## config.mk

```make
export PLATFORM = sky130hd
export DESIGN_NAME = master_serializer_flat
export DESIGN_NICKNAME = d
export VERILOG_FILES = /design/src/rtl/master_serializer_pkg.sv /design/src/rtl/master_serializer_if.sv /design/src/rtl/master_serializer_piso_shift.sv /design/src/rtl/master_serializer.sv /design/src/flat_wrapper.sv
export SDC_FILE = /design/constraint.sdc
export NUM_CORES = 1
export LEC_CHECK = 0
export BUFFER_PORTS_ARGS = -buffer_cell sky130_fd_sc_hd__buf_2
export CAP_MARGIN = 20
export CORE_ASPECT_RATIO = 0.7
export CORE_MARGIN = 3
export CORE_UTILIZATION = 54
export CTS_CLUSTER_DIAMETER = 50
export DETAILED_ROUTE_END_ITERATION = 10
export PLACE_DENSITY = 0.83
export SLEW_MARGIN = 20
export SYNTH_ARGS = -nofsm -noshare
export SYNTH_HDL_FRONTEND = slang
export SYNTH_SLANG_ARGS = --single-unit
```

## constraint.sdc

```tcl
create_clock -name clk -period 1.7 [get_ports clk]
set_input_delay 0.34 -clock clk [delete_from_list [all_inputs] [get_ports clk]]
set_output_delay 0.34 -clock clk [all_outputs]
set_load 0.05 [all_outputs]
```

## src/rtl/master_serializer_pkg.sv

```systemverilog
// Shared bus definitions: frame widths and the serializer state encoding.
// The arbiter and the slave-side deserialiser import the same package.
package bus_pkg;
  localparam int ADDR_WIDTH     = 16;
  localparam int DATA_WIDTH     = 8;
  localparam int SLAVE_SEL_BITS = 2;
  localparam int CNT_W = $clog2(ADDR_WIDTH > DATA_WIDTH ? ADDR_WIDTH : DATA_WIDTH);

  typedef enum logic [2:0] {
    IDLE     = 3'd0,
    WAIT_BUS = 3'd1,
    ADDR     = 3'd2,
    DATA     = 3'd3,
    GAP      = 3'd4
  } state_e;
endpackage

```

## src/rtl/master_serializer_if.sv

```systemverilog
// Request and serial-bus signals of the master serializer.
// master = serializer view, slave = local master logic / arbiter view.
interface master_serializer_if;
  import bus_pkg::*;
  logic                  req_valid;
  logic [ADDR_WIDTH-1:0] req_addr;
  logic [DATA_WIDTH-1:0] req_data;
  logic                  req_ready;
  logic                  m1_ready;
  logic                  m1_address;
  logic                  m1_data;
  logic                  m1_valid;
  logic                  m1_address_valid;
  logic                  busy;

  modport master (
    input  req_valid, req_addr, req_data, m1_ready,
    output req_ready, m1_address, m1_data, m1_valid, m1_address_valid, busy
  );
  modport slave (
    output req_valid, req_addr, req_data, m1_ready,
    input  req_ready, m1_address, m1_data, m1_valid, m1_address_valid, busy
  );
endinterface

```

## src/rtl/master_serializer_piso_shift.sv

```systemverilog
// Parallel-in serial-out shifter, MSB first; load wins over shift.
module piso_shift #(
  parameter int W = 8
) (
  input  logic         clk,
  input  logic         rst_n,
  input  logic         load_i,
  input  logic         shift_i,
  input  logic [W-1:0] par_i,
  output logic         ser_o
);
  logic [W-1:0] sr_q;

  always_ff @(posedge clk or negedge rst_n) begin
    if (!rst_n)       sr_q <= '0;
    else if (load_i)  sr_q <= par_i;
    else if (shift_i) sr_q <= {sr_q[W-2:0], 1'b0};
  end

  assign ser_o = sr_q[W-1];
endmodule

```

## src/rtl/master_serializer.sv

```systemverilog
// Serialises one latched address/data write request onto the m1 bus.
// m1 outputs are registered from the current state, so each bit trails its state cycle by one edge.
module master_serializer
  import bus_pkg::*;
(
  input  logic                clk,
  input  logic                reset,
  master_serializer_if.master bus
);
  localparam logic [CNT_W-1:0] ADDR_LAST = CNT_W'(ADDR_WIDTH - 1);
  localparam logic [CNT_W-1:0] DATA_LAST = CNT_W'(DATA_WIDTH - 1);

  state_e           state_q;
  logic [CNT_W-1:0] cnt_q;
  logic             req_ready_q, busy_q;
  logic             m1_address_q, m1_data_q, m1_valid_q, m1_address_valid_q;
  logic             load, addr_shift, data_shift, addr_bit, data_bit;

  assign load       = (state_q == IDLE) && bus.req_valid;
  assign addr_shift = (state_q == ADDR);
  assign data_shift = (state_q == DATA);

  piso_shift #(.W(ADDR_WIDTH)) u_addr_sr (
    .clk(clk), .rst_n(reset), .load_i(load), .shift_i(addr_shift),
    .par_i(bus.req_addr), .ser_o(addr_bit)
  );

  piso_shift #(.W(DATA_WIDTH)) u_data_sr (
    .clk(clk), .rst_n(reset), .load_i(load), .shift_i(data_shift),
    .par_i(bus.req_data), .ser_o(data_bit)
  );

  always_ff @(posedge clk or negedge reset) begin
    if (!reset) begin
      state_q            <= IDLE;
      cnt_q              <= '0;
      req_ready_q        <= 1'b1;
      busy_q             <= 1'b0;
      m1_address_q       <= 1'b0;
      m1_data_q          <= 1'b0;
      m1_valid_q         <= 1'b0;
      m1_address_valid_q <= 1'b0;
    end else begin
      m1_address_q       <= 1'b0;
      m1_data_q          <= 1'b0;
      m1_valid_q         <= 1'b0;
      m1_address_valid_q <= 1'b0;
      case (state_q)
        IDLE: if (bus.req_valid) begin
          state_q     <= WAIT_BUS;
          req_ready_q <= 1'b0;
          busy_q      <= 1'b1;
        end
        WAIT_BUS: if (bus.m1_ready) begin
          state_q <= ADDR;
          cnt_q   <= '0;
        end
        // m1_ready is deliberately ignored once a frame has started.
        ADDR: begin
          m1_valid_q         <= 1'b1;
          m1_address_q       <= addr_bit;
          m1_address_valid_q <= (cnt_q == '0);
          if (cnt_q == ADDR_LAST) begin
            state_q <= DATA;
            cnt_q   <= '0;
          end else begin
            cnt_q <= cnt_q + 1'b1;
          end
        end
        DATA: begin
          m1_valid_q <= 1'b1;
          m1_data_q  <= data_bit;
          if (cnt_q == DATA_LAST) begin
            state_q <= GAP;
            cnt_q   <= '0;
          end else begin
            cnt_q <= cnt_q + 1'b1;
          end
        end
        GAP: begin
          state_q     <= IDLE;
          req_ready_q <= 1'b1;
          busy_q      <= 1'b0;
        end
        default: begin
          state_q     <= IDLE;
          cnt_q       <= '0;
          req_ready_q <= 1'b1;
          busy_q      <= 1'b0;
        end
      endcase
    end
  end

  assign bus.req_ready        = req_ready_q;
  assign bus.busy             = busy_q;
  assign bus.m1_address       = m1_address_q;
  assign bus.m1_data          = m1_data_q;
  assign bus.m1_valid         = m1_valid_q;
  assign bus.m1_address_valid = m1_address_valid_q;
endmodule

```

## src/flat_wrapper.sv

```systemverilog
// flat-port wrapper written by rule: the top's interface ports become plain ports
module master_serializer_flat import bus_pkg::*;
  (clk, reset, bus_req_valid, bus_req_addr, bus_req_data, bus_m1_ready, bus_req_ready, bus_m1_address, bus_m1_data, bus_m1_valid, bus_m1_address_valid, bus_busy);
  master_serializer_if bus_i ();
  input  logic clk;
  input  logic reset;
  input wire logic [$bits(bus_i.req_valid)-1:0] bus_req_valid;
  input wire logic [$bits(bus_i.req_addr)-1:0] bus_req_addr;
  input wire logic [$bits(bus_i.req_data)-1:0] bus_req_data;
  input wire logic [$bits(bus_i.m1_ready)-1:0] bus_m1_ready;
  output wire logic [$bits(bus_i.req_ready)-1:0] bus_req_ready;
  output wire logic [$bits(bus_i.m1_address)-1:0] bus_m1_address;
  output wire logic [$bits(bus_i.m1_data)-1:0] bus_m1_data;
  output wire logic [$bits(bus_i.m1_valid)-1:0] bus_m1_valid;
  output wire logic [$bits(bus_i.m1_address_valid)-1:0] bus_m1_address_valid;
  output wire logic [$bits(bus_i.busy)-1:0] bus_busy;
  assign bus_i.req_valid = bus_req_valid;
  assign bus_i.req_addr = bus_req_addr;
  assign bus_i.req_data = bus_req_data;
  assign bus_i.m1_ready = bus_m1_ready;
  assign bus_req_ready = bus_i.req_ready;
  assign bus_m1_address = bus_i.m1_address;
  assign bus_m1_data = bus_i.m1_data;
  assign bus_m1_valid = bus_i.m1_valid;
  assign bus_m1_address_valid = bus_i.m1_address_valid;
  assign bus_busy = bus_i.busy;
  master_serializer u_core (.clk(clk), .reset(reset), .bus(bus_i));
endmodule
```

==> summary.txt <==
Power and ir drop
  • Lkg Pwr: 1.02 nW
  • Pwr Density: 1980 nW/um2
  • Worst VDD drop: 996 uV

Synth
  • Post-Synthesis Cells: 157
  • Synth area leaders: dfrtp_1 (52%), a22oi_1 (6.1%), nand2_1 (4.3%)
  • Netlist cell types: 37
  • Synth Area per Inst: 11.0 um2
  • Synthesized net count: 187
  • Top-area cell type share of the netlist area: 52.1%
  • Register area share after synthesis: 53.6%
  • Yosys reg bits: 37
  • Yosys warns: 0
  • Mapped cell area: 1730 um2
  • Synth area leader: dfrtp_1

STA
  • Setup TNS after final layout: 0 ns
  • Max Clock Freq: 642 MHz
  • Worst-Margin Slew: 0.359 ns
  • Final hold vios: 16
  • Fin. max-slew vios: 0
  • Final setup fails: 0
  • Unrepaired setup endpoints after global routing: no
  • Period utilization: 91.7%
  • Clk_skew: 0.00788 ns
  • Min Tclk post-route: 1.56 ns
  • WHS: -0.00914 ns
  • Relative slew slack: 75.4%

Floorplan
  • Chip Height: 53.3 um
  • Io pins: 34
  • Die area: 3930 um2
  • Die Span X: 73.6 um
  • Initial Util: 59.2%
  • # rows: 16
  • Core Box Area: 2920 um2

Route
  • Vias per cell: 5.96
  • Post-DRT Antenna Nets: 0
  • Detailed-route DRC error count: 0
  • DRT iter0 DRCs: 133
  • Initial DRT Pass Iterations: 5
  • Vias: 1358
  • Post-Route WL: 3560 um
  • Drt wl/cell: 15.6 um

Critical path
  • R2r endpoint: u_core.u_data_sr.sr_q[3]$_DFFE_PN0P_
  • CP arrival: 1.73 ns
  • R2R Path Start: u_core.state_q[2]$_DFFE_PN0P_
  • Worst path slowest cell: dfrtp_2
  • Max stage delay on crit path: 0.50 ns
  • Critical path class: flip-flop to flip-flop
  • Crit. End Element: flip-flop
  • R2r setup slk: 0.14 ns
  • Crit-path max FO: 11
  • WP data required: 1.87 ns
  • Crit path cell chain: nand2b_1 -> inv_1 -> a21oi_2 -> a221o_1
  • Setup crit start kind: flip-flop
  • CP delay by family, top: flip-flops
  • R2r worst-path depth: 4
  • WP buf/inv: 1

Layout
  • Antenna diode count: 0
  • Sequential cell area: 928 um2
  • Multi-input logic area: 701 um2
  • Fin area: 2000 um2
  • Fraction of layout cells with a size suffix above 1: 29.2%
  • FILL cells: 223
  • Non-filler cells in the finished layout: 228
  • Nets@finish: 221
  • Most common cell after layout, fill and taps aside: dfrtp_1
  • Area grow syn2layout: 15.6%
  • Most frequent cells in the layout: dfrtp_1 (35), buf_2 (33), nand2_1 (20)

Hold path
  • Hold crit path type: input port to async pin

Clock network
  • H-Tree Depth: 2
  • Worst-Skew Late Latency: 0.29 ns
  • Clock Sinks: 37
  • Hold Buf Count CTS: 0
  • Clock tree from TritonCTS: built
  • Post-CTS Setup Bufs: 0
  • Clk buf depth: 2
  • Root buf cell: clkbuf_8
  • Clk slew on worst S/H paths: 0.07 ns
  • Num CTS Buffers: 5
  • Post-CTS sizing: 0

Global route
  • First-pass GRT wire length: 6020 um
  • Vias in the first global route: 1290
  • Largest net degree at the start of global routing: 38
  • Antenna violations before repair: 0
  • GRT Resource Usage Total: 20.5%
  • Total grt overflow: 0

Placed design
  • Placer Congestion: 0.873
  • Dpl hpwl: 2420 um
  • Number of port buffers: 33
  • Area after DPL: 1910 um2
  • # placed instances: 220

Run status
  • Failing checks: hold timing
  • Run status: complete, but fails checks

Job
  • Max_cap viols: 0
==> synthesized netlist by cell type, drive strengths merged <==
| cell type | n |
|---|---|
| a31oi | 1 |
| nand3 | 16 |
| nand3b | 1 |
| mux2i | 1 |
| ha | 2 |
| nand2b | 1 |
| a21boi | 1 |
| nor3b | 1 |
| clkbuf | 2 |
| buf | 10 |
| and2 | 4 |
| o21ai | 4 |
| a221o | 7 |
| and3 | 7 |
| nor4b | 2 |
| a211oi | 2 |
| or4b | 1 |
| mux2 | 1 |
| dfrtp | 36 |
| a2111oi | 1 |
| dfstp | 1 |
| inv | 5 |
| a22o | 3 |
| nand2 | 20 |
| nor2 | 4 |
| o2bb2ai | 1 |
| a22oi | 14 |
| xor2 | 1 |
| a311oi | 1 |
| nor2b | 2 |
| or3b | 1 |
| a21oi | 3 |
==> layer usage <==
metal / part of all wire [%] / track usage, %
met1: 44 / 27.5
met2: 47 / 31.2
met3: 7.6 / 8.16
met4: 0.70 / 4.82
met5: 0 / 0
==> sequential cells by signal (all words and copies together), names as in the netlist <==
signal                       flops
u_core.u_addr_sr.sr_q           16
u_core.bus.m1_address            1
u_core.state_q                   3
u_core.bus.m1_address_valid      1
u_core.u_data_sr.sr_q            8
u_core.bus.busy                  1
u_core.bus.m1_data               1
u_core.bus.req_ready             1
u_core.cnt_q                     4
u_core.bus.m1_valid              1
==> cell type report <==
cell class / count / share of cell area (%)
inverter: 5 / 0.939
tap: 36 / 2.25
clock inverter: 2 / 0.501
timing repair buffer: 39 / 11.1
multi-input combinational: 103 / 35.1
sequential: 37 / 46.5
clock buffer: 6 / 3.63
==> cells by family after synthesis <==
logic type               after synthesis  share of synthesized area (%)
adder cells (fa/ha/maj)                2                           1.45
XOR/XNOR                               1                          0.507
AND/OR/NAND/NOR                       60                           19.9
buffers and inverters                 17                           5.86
flip-flops                            37                           53.6
multiplexers                           2                           1.23
AO/OA/AOI/OAI                         38                           17.4
==> metrics by stage <==
step                      total power [W]  utilization, %  hold slack (ns)  setup slack, ns
after floorplan                   0.00297               -           0.0444            0.193
after global placement            0.00324            65.5            0.315            0.226
after detailed placement          0.00335            65.5            0.318            0.119
after CTS                         0.00396            68.3         0.000484           0.0921
after global routing              0.00425            68.4          0.00207           0.0437
final                             0.00395            68.4         -0.00914            0.141
==> report_power, final <==
group / leakage (nW) / switching, W / internal [W]
Combinational: 0.506 / 0.00105 / 0.000713
Clock: 0.0450 / 0.000310 / 0.000284
Sequential: 0.469 / 0.000310 / 0.00128
==> worst max path at each step <==
stage | cells after the start | from | end | slack, ns
finish | 4 | u_core.state_q[2]$_DFFE_PN0P_ | u_core.u_data_sr.sr_q[3]$_DFFE_PN0P_ | 0.14
global route | 4 | u_core.state_q[2]$_DFFE_PN0P_ | u_core.u_data_sr.sr_q[2]$_DFFE_PN0P_ | 0.04
CTS | 4 | u_core.state_q[2]$_DFFE_PN0P_ | u_core.u_data_sr.sr_q[2]$_DFFE_PN0P_ | 0.09
detailed placement | 4 | u_core.state_q[2]$_DFFE_PN0P_ | u_core.u_data_sr.sr_q[2]$_DFFE_PN0P_ | 0.12
global placement | 4 | u_core.state_q[2]$_DFFE_PN0P_ | u_core.u_data_sr.sr_q[1]$_DFFE_PN0P_ | 0.23
floorplan | 6 | u_core.state_q[1]$_DFFE_PN0P_ | u_core.u_addr_sr.sr_q[10]$_DFFE_PN0P_ | 0.19
No activity file was read; power rests on OpenSTA's default activity.
